File: src/rtl/cellrv32_cpu_regfile_mp.sv
`default_nettype none
// ============================================================================
// Module      : cellrv32_cpu_regfile_mp
// Description : Multi-port general-purpose register file for the CELLRV32
//               core. Write-back source mux, optional write-to-read
//               forwarding, out-of-range address detection and a sequential
//               scrub FSM that zeroes every entry after reset or on request,
//               so the storage array itself carries no reset and maps to RAM.
// Revision    : 1.0 - initial release
// ============================================================================
module cellrv32_cpu_regfile_mp #(
  parameter int XLEN     = 32,
  parameter int NUM_REGS = 32,
  parameter int NUM_RD   = 2,
  parameter int FWD_EN   = 1
) (
  input  logic                     clk_i,
  input  logic                     rstn_i,
  input  logic                     wr_en_i,
  input  logic [4:0]               wr_addr_i,
  input  logic [1:0]               wr_sel_i,
  input  logic [XLEN-1:0]          alu_i,
  input  logic [XLEN-1:0]          mem_i,
  input  logic [XLEN-1:0]          csr_i,
  input  logic [XLEN-1:0]          pc2_i,
  input  logic [NUM_RD-1:0]        rd_en_i,
  input  logic [5*NUM_RD-1:0]      rd_addr_i,
  output logic [XLEN*NUM_RD-1:0]   rd_data_o,
  input  logic                     clr_req_i,
  output logic                     busy_o,
  output logic                     addr_err_o
);

  localparam int              c_AW   = $clog2(NUM_REGS);
  localparam logic [c_AW-1:0] c_LAST = c_AW'(NUM_REGS - 1);

  // Only the RV32I and RV32E register counts are meaningful
  generate
    if (!(NUM_REGS == 16 || NUM_REGS == 32)) begin : g_bad_num_regs
      $error("cellrv32_cpu_regfile_mp: NUM_REGS must be 16 or 32");
    end
    if (NUM_RD < 1 || NUM_RD > 4) begin : g_bad_num_rd
      $error("cellrv32_cpu_regfile_mp: NUM_RD must be 1..4");
    end
  endgenerate

  typedef enum logic [0:0] {
    ST_SCRUB = 1'b0,
    ST_RUN   = 1'b1
  } state_t;

  state_t                r_state, w_state_nxt;
  logic [c_AW-1:0]       r_cnt, w_cnt_nxt;
  logic                  w_run;
  logic                  w_wr_oor;
  logic                  w_wr_do;
  logic [XLEN-1:0]       w_wr_data;
  logic [NUM_RD-1:0]     w_rd_oor;
  logic                  r_addr_err;
  logic [XLEN-1:0]       r_regs [NUM_REGS];

  assign w_run  = (r_state == ST_RUN);
  assign busy_o = (r_state == ST_SCRUB);

  // In 16-entry mode the upper half of the 5-bit address space does not exist
  assign w_wr_oor = (NUM_REGS == 16) ? wr_addr_i[4] : 1'b0;

  // A scrub request wins over a coincident write, which is then dropped
  assign w_wr_do = w_run & wr_en_i & (wr_addr_i != 5'd0) & ~w_wr_oor & ~clr_req_i;

  // Next-state logic: scrub walks every entry once, RUN waits for a clear request
  always_comb begin
    w_state_nxt = r_state;
    w_cnt_nxt   = r_cnt;
    if (r_state == ST_SCRUB) begin
      if (r_cnt == c_LAST) begin
        w_state_nxt = ST_RUN;
        w_cnt_nxt   = '0;
      end else begin
        w_cnt_nxt   = r_cnt + 1'b1;
      end
    end else if (clr_req_i) begin
      w_state_nxt = ST_SCRUB;
      w_cnt_nxt   = '0;
    end
  end

  // State and scrub counter registers
  always_ff @(posedge clk_i or negedge rstn_i) begin
    if (!rstn_i) begin
      r_state <= ST_SCRUB;
      r_cnt   <= '0;
    end else begin
      r_state <= w_state_nxt;
      r_cnt   <= w_cnt_nxt;
    end
  end

  // Write-back source selection
  always_comb begin
    w_wr_data = alu_i;
    case (wr_sel_i)
      2'd0:    w_wr_data = alu_i;
      2'd1:    w_wr_data = mem_i;
      2'd2:    w_wr_data = csr_i;
      default: w_wr_data = pc2_i;
    endcase
  end

  // Single RAM write port shared by the scrubber and normal write-back
  always_ff @(posedge clk_i) begin
    if (!w_run) begin
      r_regs[r_cnt] <= '0;
    end else if (w_wr_do) begin
      r_regs[wr_addr_i[c_AW-1:0]] <= w_wr_data;
    end
  end

  generate
    for (genvar p = 0; p < NUM_RD; p++) begin : g_rd
      logic [4:0]      w_ra;
      logic            w_ra_oor;
      logic            w_fwd;
      logic [XLEN-1:0] w_val;
      logic [XLEN-1:0] r_rd;

      assign w_ra        = rd_addr_i[5*p +: 5];
      assign w_ra_oor    = (NUM_REGS == 16) ? w_ra[4] : 1'b0;
      assign w_rd_oor[p] = rd_en_i[p] & w_ra_oor;
      assign w_fwd       = (FWD_EN != 0) && w_wr_do && (wr_addr_i == w_ra);

      // Read value: x0 and missing entries read 0, optional write-first bypass
      always_comb begin
        w_val = '0;
        if (w_ra == 5'd0 || w_ra_oor) begin
          w_val = '0;
        end else if (w_fwd) begin
          w_val = w_wr_data;
        end else begin
          w_val = r_regs[w_ra[c_AW-1:0]];
        end
      end

      // Registered read data; cleared while scrubbing, held when not enabled
      always_ff @(posedge clk_i or negedge rstn_i) begin
        if (!rstn_i) begin
          r_rd <= '0;
        end else if (!w_run) begin
          r_rd <= '0;
        end else if (rd_en_i[p]) begin
          r_rd <= w_val;
        end
      end

      assign rd_data_o[p*XLEN +: XLEN] = r_rd;
    end
  endgenerate

  // One error pulse per cycle, however many accesses are out of range
  always_ff @(posedge clk_i or negedge rstn_i) begin
    if (!rstn_i) begin
      r_addr_err <= 1'b0;
    end else begin
      r_addr_err <= w_run & ((wr_en_i & w_wr_oor) | (|w_rd_oor));
    end
  end

  assign addr_err_o = r_addr_err;

endmodule
`default_nettype wire

File: config.mk
export PLATFORM = sky130hd
export DESIGN_NAME = cellrv32_cpu_regfile_mp
export DESIGN_NICKNAME = d
export VERILOG_FILES = /design/src/rtl/cellrv32_cpu_regfile_mp.sv
export SDC_FILE = /design/constraint.sdc
export NUM_CORES = 1
export LEC_CHECK = 0
export BUFFER_PORTS_ARGS = -buffer_cell sky130_fd_sc_hd__buf_2
export CAP_MARGIN = 20
export CORE_MARGIN = 4
export CORE_UTILIZATION = 41
export CTS_BUF_LIST = sky130_fd_sc_hd__clkbuf_8 sky130_fd_sc_hd__clkbuf_16
export CTS_CLUSTER_DIAMETER = 30
export DETAILED_ROUTE_END_ITERATION = 6
export PLACE_DENSITY = 0.6
export SLEW_MARGIN = 20
export SYNTH_ARGS = -nofsm -noshare
export SYNTH_HDL_FRONTEND = slang
export SYNTH_SLANG_ARGS = --single-unit
File: constraint.sdc
create_clock -name clk_i -period 4.5 [get_ports clk_i]
set_input_delay 0 -clock clk_i [delete_from_list [all_inputs] [get_ports clk_i]]
set_output_delay 0 -clock clk_i [all_outputs]
set_load 0.02 [all_outputs]
Yosys cells after proc, flatten, opt, wreduce, memory -nomap -nowiden
Memory sizes are Yosys's and may differ from the RTL's. Cells that the tools add are included.

Input bits: 151. Output and inout bits: 66. Memories kept: 1. Register bits: 70. Memory bits (writable): 1024.

Bitwise gates (word level): 5. Mux-type cells: 22. Equal/unequal tests: 8. Add/sub/neg operators: 1. Reduce and logical (&&, ||, !) cells: 7.

Memories: r_regs (words 32, bits a word 32, read ports 2, clocked after Yosys merged registers in 0, write ports 1, RTL line 60) `logic [XLEN-1:0] r_regs [NUM_REGS];`.

Operator list (number): two-way mux 32 bit (9); one-hot mux 32 bit (3 select lines) (1); OR reduction 32 bit (1); two-way mux 5 bit (4); equality test 5 bit (2); zero test 5 bit (2); two-way mux 1 bit (8); inequality test 2 bit, second input constant (3); adder 5 x 1 -> 5 bit, second input constant (1); equality test 5 bit, second input constant (1); nonzero test 5 bit (1); AND 1 bit (3); equality test 2 x 1 -> 1 bit, second input constant (1); equality test 2 bit, second input constant (1); logical AND 1 bit (2); zero test 2 bit (1); NOT 1 bit (2).

Depth between registers and ports, before layout
Depth in word-level cells: 8. Depth in mapped cells: 9. Mapped depth without buffers: 5.

Worst setup path before layout
No wires, ideal clock.

Kind: reg-to-reg. Start: register r_state. End: memory r_regs[24][0], enable pin. Library setup time: 421 ps. Stages on the path, launching flop included: 9. Setup slack: 1115 ps. Data arrival time: 2964 ps. Cells stage by stage: dfrtp_1 -> buf_2 -> and3b_1 -> buf_2 -> o41ai_4 -> clkbuf_1 -> a22o_1 -> nand3_1 -> nor2_1.

Word-level cells in the longest chain between the ends: 8. Elaborated cells on any way between the ends: 10. Those cells by class: mux: 6; bitwise: 3; reduce/logical: 1.

Ends and longest elaborated chain: start, declared (RTL line 52) `state_t r_state, w_state_nxt;`; start signal, assigned (RTL line 94) `r_state <= w_state_nxt;`; AND 1 bit (3 in series) (RTL line 69) `assign w_wr_do = w_run & wr_en_i & (wr_addr_i != 5'd0) & ~w_wr_oor & ~clr_req_i;`; two-way mux 1 bit (RTL line 114) `end else if (w_wr_do) begin`; two-way mux 1 bit (RTL line 112) `if (!w_run) begin`; two-way mux 1 bit (not written as such) (RTL line 115) `r_regs[wr_addr_i[c_AW-1:0]] <= w_wr_data;`; OR reduction 32 bit (no source line); two-way mux 5 bit (no source line) / two-way mux 1 bit (equally long branches); end, declared (RTL line 60).

Parallel ways exist; a longest one is shown, timed or not.

Worst setup path in the final report
Start: register r_state. End: register g_rd[0].r_rd[24].

Word-level cells in the longest chain between the ends: 8. Elaborated cells on any way between the ends: 9. Those cells by class: eq/ne: 1; mux: 4; bitwise: 3; reduce/logical: 1.

Ends and longest elaborated chain: AND 1 bit (3 in series) (RTL line 69); logical AND 1 bit (RTL line 130) `assign w_fwd = (FWD_EN != 0) && w_wr_do && (wr_addr_i == w_ra);`; two-way mux 32 bit (RTL line 137) `end else if (w_fwd) begin`; two-way mux 32 bit (RTL line 135) `if (w_ra == 5'd0 || w_ra_oor) begin`; two-way mux 32 bit (RTL line 150) `end else if (rd_en_i[p]) begin`; two-way mux 32 bit (RTL line 148) `end else if (!w_run) begin`; end signal, assigned (RTL line 151) `r_rd <= w_val;`; end, declared (RTL line 125) `logic [XLEN-1:0] r_rd;`.

Parallel ways exist; a longest one is shown, timed or not. The select of a mux whose other input is x is not followed. A chain may end at the register's enable or synchronous reset.

==> results.sh <==
export IMPL_synth_top_flop_cell="edfxtp_1"
export IMPL_min_from="wr_addr_i[1]"
export IMPL_holdPathStages=4
export IMPL_worst_pin_slew_ns=1.142
export IMPL_r2r_end="g_rd[0].r_rd[24]"
export IMPL_post_route_period_util=0.8469
export IMPL_finalHoldViolCount=0
export IMPL_die_y_microns=358.5
export IMPL_core_sq_um=121900
export IMPL_slew_viol_final=0
export IMPL_dieArea_sq_um=128600
export IMPL_relSlewSlack=0.2305
export IMPL_row_count=128
export IMPL_period_needed_ns=3.811
export IMPL_rsz0062_at_grt="no"
export IMPL_io_pins=217
export IMPL_final_instance_count_excl_fill=4738
export IMPL_setup_tns_ns=0
export IMPL_cts_num_sinks=1094
export IMPL_r2r_start="r_state"
export IMPL_ant_nets=0
export IMPL_grt_pass1_wl_microns=230800
export IMPL_synth_area_sq_um=50380
export IMPL_arrival_ns=4.53
export IMPL_h_tree_depth=4
export IMPL_grt_max_degree=82
export IMPL_num_vias=30857
export IMPL_cts_tree="done"
export IMPL_async_flop_share=0.06399
export IMPL_drive_above_1_share=0.4322
export IMPL_irDropWorstVdd_v=0.0003725
export IMPL_end_kind="flip-flop"
export IMPL_placed_cells=4233
export IMPL_cp_required_ns=5.22
export IMPL_vias_per_cell=6.513
export IMPL_syn_area_per_cell_sq_um=20.27
export IMPL_portBuffers=215
export IMPL_max_cap_viol_count=0
export IMPL_critPathKind="flip-flop to flip-flop"
export IMPL_cp_start_kind="flip-flop"
export IMPL_crit_start="r_state"
export IMPL_synth_cell_type_count=48
export IMPL_drt_first_pass_iters=7
export IMPL_p_leak_nw=21.31
export IMPL_ctsResizeCount=0
export IMPL_synth_seq_area_share=0.6451
export IMPL_ys_warnings_count=0
export IMPL_power_density_nw_per_um2=534.9
export IMPL_fin_skew_ns=0.04392
export IMPL_syn_num_nets=2639
export IMPL_area_growth_pct=24.34
export IMPL_r2r_cells=10
export IMPL_reg2reg_setup_slack_ns=0.69
export IMPL_place_area_sq_um=54140
export IMPL_cts_buffers=214
export IMPL_drtIter0Drc=4016
export IMPL_hpwlAfterDp_microns=102500
export IMPL_setup_viol=0
export IMPL_syn_instance_count=2486
export IMPL_drt_wl_total_microns=163800
export IMPL_gp_congestion=0.8661
export IMPL_min_to="r_regs[23][20]"
export IMPL_cts_root_buf="clkbuf_16"
export IMPL_grt_total_usage=0.2546
export IMPL_grt_pass1_vias=31185
export IMPL_status="completed"
export IMPL_crit_fanout=32
export IMPL_grt_ovfl_total=0
export IMPL_insertion_delay_ns=0.79
export IMPL_synth_edf_count=1024
export IMPL_wl_per_cell_microns=34.58
export IMPL_drc=0
export IMPL_yosys_register_bits=1094
export IMPL_initial_utilization=0.4134
export IMPL_postCtsSetupRepairBufs=0
export IMPL_antenna_found_initial=13
export IMPL_cts_path_max_buffers=3
export IMPL_path_clk_slew_ns=0.05
export IMPL_nets=3076
export IMPL_fin_area_sq_um=62650
export IMPL_die_w_microns=358.5
export IMPL_clock_fmax_mhz=262.4
export IMPL_hold_class="input port to flip-flop"
## metal layers
| layer | wire, microns | track usage | up-vias |
|---|---|---|---|
| met1 | 63830 | 0.3595 | 16526 |
| met2 | 73630 | 0.3762 | 2131 |
| met5 | 7 | 0 | - |
| met3 | 23470 | 0.1004 | 228 |
| li1 | - | - | 11970 |
| met4 | 2882 | 0.05693 | 2 |
## registers in the layout, indices dropped and copies added (netlist names)
signal,cells
r_regs,1024
g_rd.r_rd,64
r_cnt,5
r_state,1
## stage by stage
stage | hold WS (ns) | worst slack (ns) | util | power (mW)
after global placement | 0.06588 | 1.303 | 0.4441 | 17.27
after floorplan | -0.2956 | 1.115 | - | 15.37
after CTS | 0.03709 | 0.7904 | 0.5136 | 33.60
final | 0.1131 | 0.6889 | 0.5140 | 33.51
after detailed placement | 0.07264 | 1.221 | 0.4442 | 17.41
after global routing | 0.07006 | 0.5859 | 0.5140 | 34.47
## logic make-up after synthesis
kind of cell             synth area share
flip-flops                         0.6451
AO/OA/AOI/OAI                     0.04031
adder cells (fa/ha/maj)         0.0004966
multiplexers                       0.2649
buffers and inverters             0.02061
other                          0.00007443
XOR/XNOR                         0.002086
AND/OR/NAND/NOR                   0.02642
## worst max path at each step
stage | slack [ns] | endpoint | depth (start not counted)
3_5_place_dp | 1.22 | r_regs[24][30] | 8
3_3_place_gp | 1.30 | r_regs[25][24] | 8
2_1_floorplan | 1.11 | r_regs[24][0] | 8
4_1_cts | 0.79 | g_rd[0].r_rd[26] | 10
5_1_grt | 0.59 | g_rd[0].r_rd[24] | 10
6_report | 0.69 | g_rd[0].r_rd[24] | 10
## worst max-delay path, stage by stage (launching register included)
cell and delay (ns):
dfrtp_1 0.33, buf_4 0.18, and3b_1 0.41, o41ai_4 0.18
buf_4 0.31, nor4_4 0.31, buf_4 0.56, a22oi_1 0.17
dlygate4sd3_1 0.62, nand3_1 0.07, dlygate4sd3_1 0.55
## layout by cell type (no fill, tap or decap), types with 66 or more instances in the layout
cell	instances
edfxtp_1	1024
mux4_2	576
a22oi_1	66
clkbuf_16	217
dlygate4sd3_1	95
dfrtp_1	70
buf_4	100
nand3_1	107
o22ai_1	124
buf_2	207
## power by group
group,switching (mW),internal [mW]
logic,2.76,1.76
clock network,5.74,10.4
registers,0.477,12.4
total,8.97,24.5
## cells in the mapped netlist, drive strengths merged (2+ instances only)
cell | n | area (sq um)
o22ai | 124 | 775.7
dfrtp | 70 | 1752
xnor2 | 11 | 96.34
o32a | 2 | 20.02
mux2i | 35 | 350.3
mux2 | 2 | 22.52
nand2 | 7 | 26.28
and3 | 2 | 12.51
nor4 | 3 | 25.02
nand2b | 3 | 18.77
nand3 | 108 | 540.5
nor2b | 35 | 219.0
o211ai | 2 | 15.01
or2 | 2 | 12.52
buf | 110 | 625.6
edfxtp | 1024 | 30750
mux4 | 576 | 12970
or3b | 2 | 17.52
nand3b | 4 | 30.03
clkbuf | 108 | 405.4
a22oi | 66 | 495.5
nor2 | 38 | 142.6
a22o | 6 | 52.55
or4 | 33 | 247.7
ha | 2 | 25.02
o311a | 2 | 20.02
o21ai | 63 | 315.3
a32oi | 32 | 280.3
## layout make-up
class,count,area (sq um)
Antenna cell,1,2.502
Clock buffer,221,5485
Clock inverter,184,1996
Fill cell,9600,59230
Inverter,2,7.507
Multi-Input combinational cell,1172,17170
Sequential cell,1094,32500
Tap cell,1625,2033
Timing Repair Buffer,439,3448
## timing repair
action / CTS / global route
endpoints found under the hold margin: 140 / 0
setup endpoints to repair: 0 / 0
hold buffers: 96 / 0
No activity file was read; power rests on OpenSTA's default activity.
